===== src/rtl/set_assoc_cache.sv =====
// Set-associative write-back cache with one-word lines; hits answer combinationally in IDLE.
// Misses stall through optional WRITEBACK and a REFILL, then re-evaluate as a hit one cycle later.
module set_assoc_cache #(
   parameter int DATA_WIDTH = 32,
   parameter int ADDR_WIDTH = 32,
   parameter int SETS       = 8,
   parameter int WAYS       = 2
) (
   input  logic                    CLK,
   input  logic                    RST,
   input  logic                    MemRead,
   input  logic                    MemWrite,
   input  logic [ADDR_WIDTH-1:0]   A,
   input  logic [DATA_WIDTH-1:0]   WD,
   input  logic [DATA_WIDTH/8-1:0] BE,
   output logic [DATA_WIDTH-1:0]   RD,
   output logic                    hit,
   output logic                    Stall,
   output logic                    mem_req,
   output logic                    mem_we,
   output logic [ADDR_WIDTH-1:0]   mem_addr,
   output logic [DATA_WIDTH-1:0]   mem_wdata,
   input  logic                    mem_ready,
   input  logic [DATA_WIDTH-1:0]   mem_rdata
);

   localparam int BYTES = DATA_WIDTH / 8;
   localparam int OFFW  = $clog2(BYTES);
   localparam int IDXW  = $clog2(SETS);
   localparam int TAGW  = ADDR_WIDTH - IDXW - OFFW;
   localparam int PTRW  = (WAYS > 1) ? $clog2(WAYS) : 1;

   typedef enum logic [1:0] {IDLE, WRITEBACK, REFILL} state_t;

   state_t                 state;
   logic [WAYS-1:0]        validArr [SETS];
   logic [WAYS-1:0]        dirtyArr [SETS];
   logic [PTRW-1:0]        repPtr   [SETS];
   logic [TAGW-1:0]        tagArr   [SETS][WAYS];
   logic [DATA_WIDTH-1:0]  dataArr  [SETS][WAYS];

   logic [PTRW-1:0]        victimWay;
   logic                   usedInvalid;

   logic                   access;
   logic [IDXW-1:0]        idx;
   logic [TAGW-1:0]        tagA;
   logic                   anyHit;
   logic [PTRW-1:0]        hitWay;
   logic                   anyInvalid;
   logic [PTRW-1:0]        vicWay;
   logic                   vicDirty;
   logic [ADDR_WIDTH-1:0]  vicAddr;
   logic [ADDR_WIDTH-1:0]  fillAddr;
   logic                   idleHit;

   assign access = MemRead | MemWrite;
   assign idx    = A[OFFW +: IDXW];
   assign tagA   = A[ADDR_WIDTH-1 -: TAGW];

   always_comb begin
      anyHit = 1'b0;
      hitWay = '0;
      for (int w = 0; w < WAYS; w++) begin
         if (!anyHit && validArr[idx][w] && tagArr[idx][w] == tagA) begin
            anyHit = 1'b1;
            hitWay = PTRW'(w);
         end
      end
   end

   // Lowest-index empty way wins; the round-robin pointer only matters when the set is full.
   always_comb begin
      anyInvalid = 1'b0;
      vicWay     = repPtr[idx];
      for (int w = 0; w < WAYS; w++) begin
         if (!anyInvalid && !validArr[idx][w]) begin
            anyInvalid = 1'b1;
            vicWay     = PTRW'(w);
         end
      end
   end

   assign vicDirty = validArr[idx][vicWay] & dirtyArr[idx][vicWay];
   assign vicAddr  = ADDR_WIDTH'({tagArr[idx][vicWay], idx}) << OFFW;
   assign fillAddr = A & ~ADDR_WIDTH'((1 << OFFW) - 1);

   assign idleHit = (state == IDLE) && access && anyHit;
   assign hit     = !RST && idleHit;
   assign Stall   = !RST && ((state != IDLE) || (access && !anyHit));
   assign RD      = idleHit ? dataArr[idx][hitWay] : '0;

   always_ff @(posedge CLK or posedge RST) begin
      if (RST) begin
         state       <= IDLE;
         victimWay   <= '0;
         usedInvalid <= 1'b0;
         mem_req     <= 1'b0;
         mem_we      <= 1'b0;
         mem_addr    <= '0;
         mem_wdata   <= '0;
         for (int s = 0; s < SETS; s++) begin
            validArr[s] <= '0;
            dirtyArr[s] <= '0;
            repPtr[s]   <= '0;
         end
      end else begin
         case (state)
            IDLE: begin
               if (access && !anyHit) begin
                  victimWay   <= vicWay;
                  usedInvalid <= anyInvalid;
                  mem_req     <= 1'b1;
                  if (vicDirty) begin
                     state     <= WRITEBACK;
                     mem_we    <= 1'b1;
                     mem_addr  <= vicAddr;
                     mem_wdata <= dataArr[idx][vicWay];
                  end else begin
                     state     <= REFILL;
                     mem_we    <= 1'b0;
                     mem_addr  <= fillAddr;
                     mem_wdata <= '0;
                  end
               end else if (idleHit && MemWrite) begin
                  dirtyArr[idx][hitWay] <= 1'b1;
               end
            end
            WRITEBACK: begin
               if (mem_ready) begin
                  state     <= REFILL;
                  mem_we    <= 1'b0;
                  mem_addr  <= fillAddr;
                  mem_wdata <= '0;
               end
            end
            REFILL: begin
               if (mem_ready) begin
                  state                    <= IDLE;
                  mem_req                  <= 1'b0;
                  mem_addr                 <= '0;
                  validArr[idx][victimWay] <= 1'b1;
                  dirtyArr[idx][victimWay] <= 1'b0;
                  if (!usedInvalid)
                     repPtr[idx] <= (repPtr[idx] == PTRW'(WAYS - 1)) ? '0 : repPtr[idx] + 1'b1;
               end
            end
            default: state <= IDLE;
         endcase
      end
   end

   // Tag and data storage carry no reset; validity alone decides whether they mean anything.
   always_ff @(posedge CLK) begin
      if (state == REFILL && mem_ready) begin
         dataArr[idx][victimWay] <= mem_rdata;
         tagArr[idx][victimWay]  <= tagA;
      end else if (idleHit && MemWrite) begin
         for (int b = 0; b < BYTES; b++) begin
            if (BE[b])
               dataArr[idx][hitWay][8*b +: 8] <= WD[8*b +: 8];
         end
      end
   end

endmodule


===== config.mk =====
export PLATFORM = sky130hd
export DESIGN_NAME = set_assoc_cache
export DESIGN_NICKNAME = d
export VERILOG_FILES = /design/src/rtl/set_assoc_cache.sv
export SDC_FILE = /design/constraint.sdc
export NUM_CORES = 1
export LEC_CHECK = 0
export CAP_MARGIN = 20
export CELL_PAD_IN_SITES_DETAIL_PLACEMENT = 1
export CELL_PAD_IN_SITES_GLOBAL_PLACEMENT = 1
export CORE_MARGIN = 2
export CORE_UTILIZATION = 50
export DETAILED_ROUTE_END_ITERATION = 7
export GPL_TIMING_DRIVEN = 0
export PLACE_DENSITY = 0.78
export SYNTH_ARGS = -nofsm -noshare
export SYNTH_HDL_FRONTEND = slang
export SYNTH_SLANG_ARGS = --single-unit
export TNS_END_PERCENT = 30

===== constraint.sdc =====
create_clock -name CLK -period 4.9 [get_ports CLK]
set_clock_uncertainty 0.05 [all_clocks]
set_input_delay 0.49 -clock CLK [delete_from_list [all_inputs] [get_ports CLK]]
set_output_delay 0.49 -clock CLK [all_outputs]
set_load 0.01 [all_outputs]

# Word level (Yosys, flattened, before mapping)
# Memory sizes are Yosys's and may differ from the RTL's.
# Cells that the tools add are included.
# Widths: inputs -> output; s select.
[totals]
memories = 2
ramBits = 944
register_bits = 110
word_cells = 708
output_inout_bits = 100
inputBits = 105
[memory_table]
columns = ["memory", "words", "width", "rd", "rd_ports_with_merged_regs", "write_ports", "line", "source"]
rows = [
  ["dataArr", 8, 64, 1, 0, 1, "40", "logic [DATA_WIDTH-1:0] dataArr [SETS][WAYS];"],
  ["tagArr", 8, 54, 1, 0, 1, "39", "logic [TAGW-1:0] tagArr [SETS][WAYS];"],
]
[op_classes]
muxes = 352
reduce_logical = 34
addsub = 1
n_lt_le_gt_ge = 12
bitwise = 267
eq_ne = 9
[op_table]
columns = ["operator", "count"]
rows = [
  ["$mux 32", 15],
  ["$mux 64", 5],
  ["$mux 1", 290],
  ["$or 1x1->1", 257],
  ["$demux 32 s1", 5],
  ["$mux 27", 4],
  ["$pmux 32 s3", 1],
  ["$mux 16", 4],
  ["$pmux 32 s2", 1],
  ["$eq 27x27->1", 2],
  ["$mux 54", 1],
  ["$or 16x16->16", 2],
  ["$pmux 16 s2", 1],
  ["$demux 27 s1", 1],
  ["$mux 24", 1],
  ["$mux 2", 10],
  ["$and 16x16->16", 1],
  ["$logic_and 1x1->1", 16],
  ["$not 16->16", 1],
  ["$bmux 2 s3", 2],
  ["$demux 2 s3", 2],
  ["$reduce_and 3->1", 4],
  ["$bwmux 8", 1],
  ["$mux 8", 1],
  ["other kinds (27)", 47],
]

# Depth between registers and ports, before layout
[logic_depth]
ltp_word = 20
depth_mapped = 15
mapped_depth_nobuf = 8

# Worst setup path before layout
# OpenSTA, ideal clock, no wires.
[synth_timing]
path_kind = "input port to output port"
start = "input A[3]"
end = "output RD[14]"
cell_stages = 11
slack_ps = 663
arrival_time_ps = 3697
cell_sequence = "buf_2 > clkbuf_1 > mux4_2 > mux2i_4 > xnor2_1 > a2111oi_1 > nand4b_1 > or4_4 > buf_6 > or4_1 > a211oi_1"
[synth_between]
elab_chain_cells = 15
[synth_lines]
columns = ["item", "line", "source"]
rows = [
  ["start, declared", "13", "input logic [ADDR_WIDTH-1:0] A,"],
  ["branches (longest 14 deep; another with $mem_v2 8x54)", "--", ""],
  ["$mux 32 (*)", "91", "assign RD = idleHit ? dataArr[idx][hitWay] : '0;"],
  ["end, declared", "16", "output logic [DATA_WIDTH-1:0] RD,"],
]
# Every way passes the cells marked *. The select of a mux whose other input is x is not followed.

# Final worst setup path
[layout_timing]
start = "input A[2]"
end = "register mem_wdata[1]"
[layout_between]
elab_chain_cells = 14
[layout_lines]
columns = ["item", "line", "source"]
rows = [
  ["branches (longest 14 deep; another with $mem_v2 8x54)", "--", ""],
  ["end signal, assigned", "118", "mem_wdata <= dataArr[idx][vicWay];"],
  ["end, declared", "22", "output logic [DATA_WIDTH-1:0] mem_wdata,"],
]
# Parallel ways; which one is timed is not known. The select of a mux whose other input is x is not followed.
# A chain may end at the register's enable or synchronous reset.

==> impl_results.md <==
* Worst vdd rail ir drop at between 300 and 400 uV
* Required time of the critical path at 5.37 ns
* Number of buffers inserted during clock tree synthesis at roughly 110
* Most numerous cell on the critical path: buf_2
* Average via count per standard cell at slightly above 7
* CTS tree: built
* Detailed router's first-iteration violation count at 4,728
* Commonest cells post-synth: 944 x edfxtp_1, 191 x mux2i_1, 179 x o22ai_1, 172 x mux2_2, 121 x clkbuf_1
* Die Area at 90,100 um^2
* Final number of max-transition violations at 0
* Biggest cell delay along the critical path at between 0.9 and 1 ns
* Congestion Overflow GR at 0
* Library cell with the largest summed area after synthesis: edfxtp_1
* Number of synthesis warnings at 0
* Antenna violations before repair at 8
* Type of the worst setup path: in -> reg
* Tcrit/Tclk final at 1.03
* Clk Latency, worst-skew pair at between 0.7 and 0.8 ns
* Tightest Pin Transition at ~1.3 ns
* Data arrival at the endpoint of the critical path at 5.53 ns
* Fin cells at approximately 4.4k
* Detailed Place HPWL at between 100 and 150 mm
* 1st-pass router iterations at 6
* Average footprint of a synthesized cell at 15.8 um^2
* Placer's final routability congestion estimate at a little under 1
* Total Power Consumption at 0.0241 W
* Gate count of the mapped netlist at 2,769
* Worst setup slack after layout at -0.166 ns
* Gate family responsible for the most delay along the worst path: buffers and inverters
* Antenna viol nets, final at 0
* Worst slack after detailed placement at -3.04 ns
* Total wire length after detailed routing at 175 mm
* Biggest fanout along the worst timing path at 10
* Vias in the first global route at 32.0k
* Startpoint class of the critical path: primary input
* Result of the run: finished with violations
* DR WL/cell at 39.7 um
* Most area-consuming cells after synthesis: edfxtp_1 65%, dfrtp_1 6.2%, mux2_2 4.4%
* Layout-stage area growth over the synthesis result at 22.3%
* Total number of vias at 31.4k
* Ys async rst share at 0.103
* Initial standard-cell utilization of the core at 0.505
* Area used by multi-input combinational logic at 12,900 um^2
* Sequential cell area fraction in the yosys report at 0.708
* Count of boundary I/O pins at ~210
* Most used standard cell by instance count after synthesis: edfxtp_1
* Pin count of the biggest net entering global routing at 65
* Sinks on the clock net at 1,052
* Maximum capacitance violations at 0
* Storage element area at approximately 31,000 um^2
* Leakage power of the design at about 18 nW
* Upper clock frequency limit at just under 0.2 GHz
* Clock slew seen by the registers of the worst setup and hold paths at 0.07 ns
* Most frequently used flop master after synthesis: edfxtp_1
* Synthesized flop and latch total at 1,052
* Placed Cells at 4,171
* Netlist Area Pre-Place at 43,900 um^2
* Number of DRC violations after detailed routing at 0
* Cell Chain, Critical Path: buf_6 > buf_12 > buf_8 > buf_2 > mux2_2 > mux4_2 > nor3_2 > or2_2 > buf_2 > buf_1 > mux2i_1 > o22ai_1
* Pwr per Cell Area at 450 nW/um^2
* Setup slack of the worst register-to-register path at -0.06 ns
* Root buffer cell: clkbuf_16
* Count of final setup violators at 36
* H-tree levels at 3
* Die Span Y at roughly 300 um
* Maximum buffer depth of the clock tree at 3
* Worst slew margin relative to its limit at 0.149
* Final net count at 3,281
* RSZ-0062 raised after global routing: true
* Share of Yosys cell area claimed by the top area cell type at 0.646
* Class of the tightest hold or removal check: in -> async
* Die width at 300 um
* Share of post-route cells with drive strength above 1 at 0.252
* Min Clock Period, post-route at 5.07 ns
* Input/output buffers at roughly 200
* Wire length of the first global-routing pass at 243 mm
* Count of flip-flops with a built-in enable after synthesis at 944
* Buf+Inv Stages, Crit Path at 6
* Core footprint at slightly below 90,000 um^2
* GRT Util Overall at 0.386
* Fill cell instance count of the final layout at 7,735
* Cell with the largest stage delay on the worst path: buf_1
* Nature of the critical path endpoint: flop
* Synth unique cells at between 70 and 80
* Hold-fix buffers at CTS at 0
* Final number of hold-violating endpoints at 0
* Violations in the final reports: negative setup slack
* Rows at between 100 and 150
placed cells by master (no fill, tap or decap), types with 13 or more instances in the layout:
master           instances
buf_6                   20
nand3_1                 51
o22a_1                  22
nor4_1                  19
buf_12                  28
mux2_2                 172
o21ai_1                 16
mux4_2                  60
a211oi_2                14
nor3_1                  44
or2_2                   22
mux2i_1                175
o221ai_1                45
inv_1                   29
nor2_1                  51
a21oi_1                 97
o21ai_0                 66
edfxtp_1               944
nor2_4                  16
dlygate4sd2_1           13
nand2_1                 99
clkinv_2                19
a211oi_4                17
bufinv_16               17
clkinv_1                22
buf_4                   70
a22oi_1                 39
clkdlybuf4s50_1        163
dfrtp_1                108
clkbuf_4                16
clkbuf_16              107
o22ai_1                176
buf_2                   27
buf_8                   30
clkbuf_2                37
xnor2_1                 14
clkbuf_1                83
cell families after synthesis:
| logic type | after synthesis | synth area share |
|---|---|---|
| DFF | 1052 | 0.708 |
| AOI/OAI and AO/OA | 607 | 0.0917 |
| muxes | 425 | 0.120 |
| and+or+nand+nor | 420 | 0.0501 |
| buffers and inverters | 227 | 0.0230 |
| xor gates and xnor gates | 33 | 0.00659 |
| adders and majority gates | 4 | 0.00114 |
| other | 1 | 0.0000855 |
power breakdown:
group	total [W]	internal, W	switching (W)	leakage (nW)
Combinational	0.00491	0.00170	0.00321	6.53
Sequential	0.0106	0.0103	0.000301	9.84
Clock	0.00858	0.00496	0.00362	1.76
Total	0.0241	0.0170	0.00714	18.1
stage by stage:
step	hold WS [ns]	setup TNS, ns	cell area, um^2	utilization
final	0.412	-1.62	53700	0.618
after global routing	0.436	-0.923	53600	0.617
after CTS	0.380	-1.61	53100	0.611
after detailed placement	0.401	-2237.33	48200	0.555
after global placement	0.394	-3335.17	47300	0.544
after floorplan	0.381	0	43900	-
cell type report:
type / count / area share
multi-input combinational: 1491 / 0.241
timing repair buffer: 298 / 0.0575
sequential: 1052 / 0.579
tap: 1155 / 0.0269
clock inverter: 68 / 0.0150
buffer: 192 / 0.0267
clock buffer: 131 / 0.0521
antenna: 2 / 0.0000933
inverter: 31 / 0.00240
sequential cells by signal, summed over array words and instances, names as in the netlist:
signal	count
repPtr	8
mem_addr	30
mem_req	1
mem_wdata	32
tagArr	432
mem_we	1
validArr	16
dirtyArr	16
dataArr	512
usedInvalid	1
state	2
victimWay	1
worst reg2reg max path, cell delays in order, from the launching register on:
cell and delay [ns]:
edfxtp_1 0.37, mux4_2 0.51, mux2i_4 0.21, xor2_2 0.26, and4b_1 0.33, nand4_1 0.17
buf_4 0.19, nor4_4 0.27, buf_6 0.20, buf_12 0.19, nand3_1 0.46, buf_2 0.39
a21oi_1 0.95
routing by layer:
layer  vias to the layer above  share of wire  track usage  wire length, um
met5                         -        0.00039            0               68
met2                      2765           0.47        0.612            81600
met3                       817           0.12        0.103            20700
li1                      11900              -            -                -
met4                        10          0.079        0.246            13900
met1                     15900           0.34        0.470            59100
path summary, 6_finish.rpt:
kind | from | endpoint | cells after the start
hold reg to reg | validArr[13] | validArr[13] | 1
setup / recovery | A[2] | mem_wdata[1] | 12
min in group CLK | validArr[13] | validArr[13] | 1
hold / removal | RST | mem_wdata[30] | 2
setup reg to reg | tagArr[3][3] | dataArr[7][2] | 12
max in group asynchronous | RST | mem_wdata[3] | 3
what timing repair did:
action,CTS,global route
buffers inserted,19,8
endpoints found under the setup margin,1251,83
pin swaps,22,23
gates resized for setup,390,136
(Power assumes the default switching activity.)
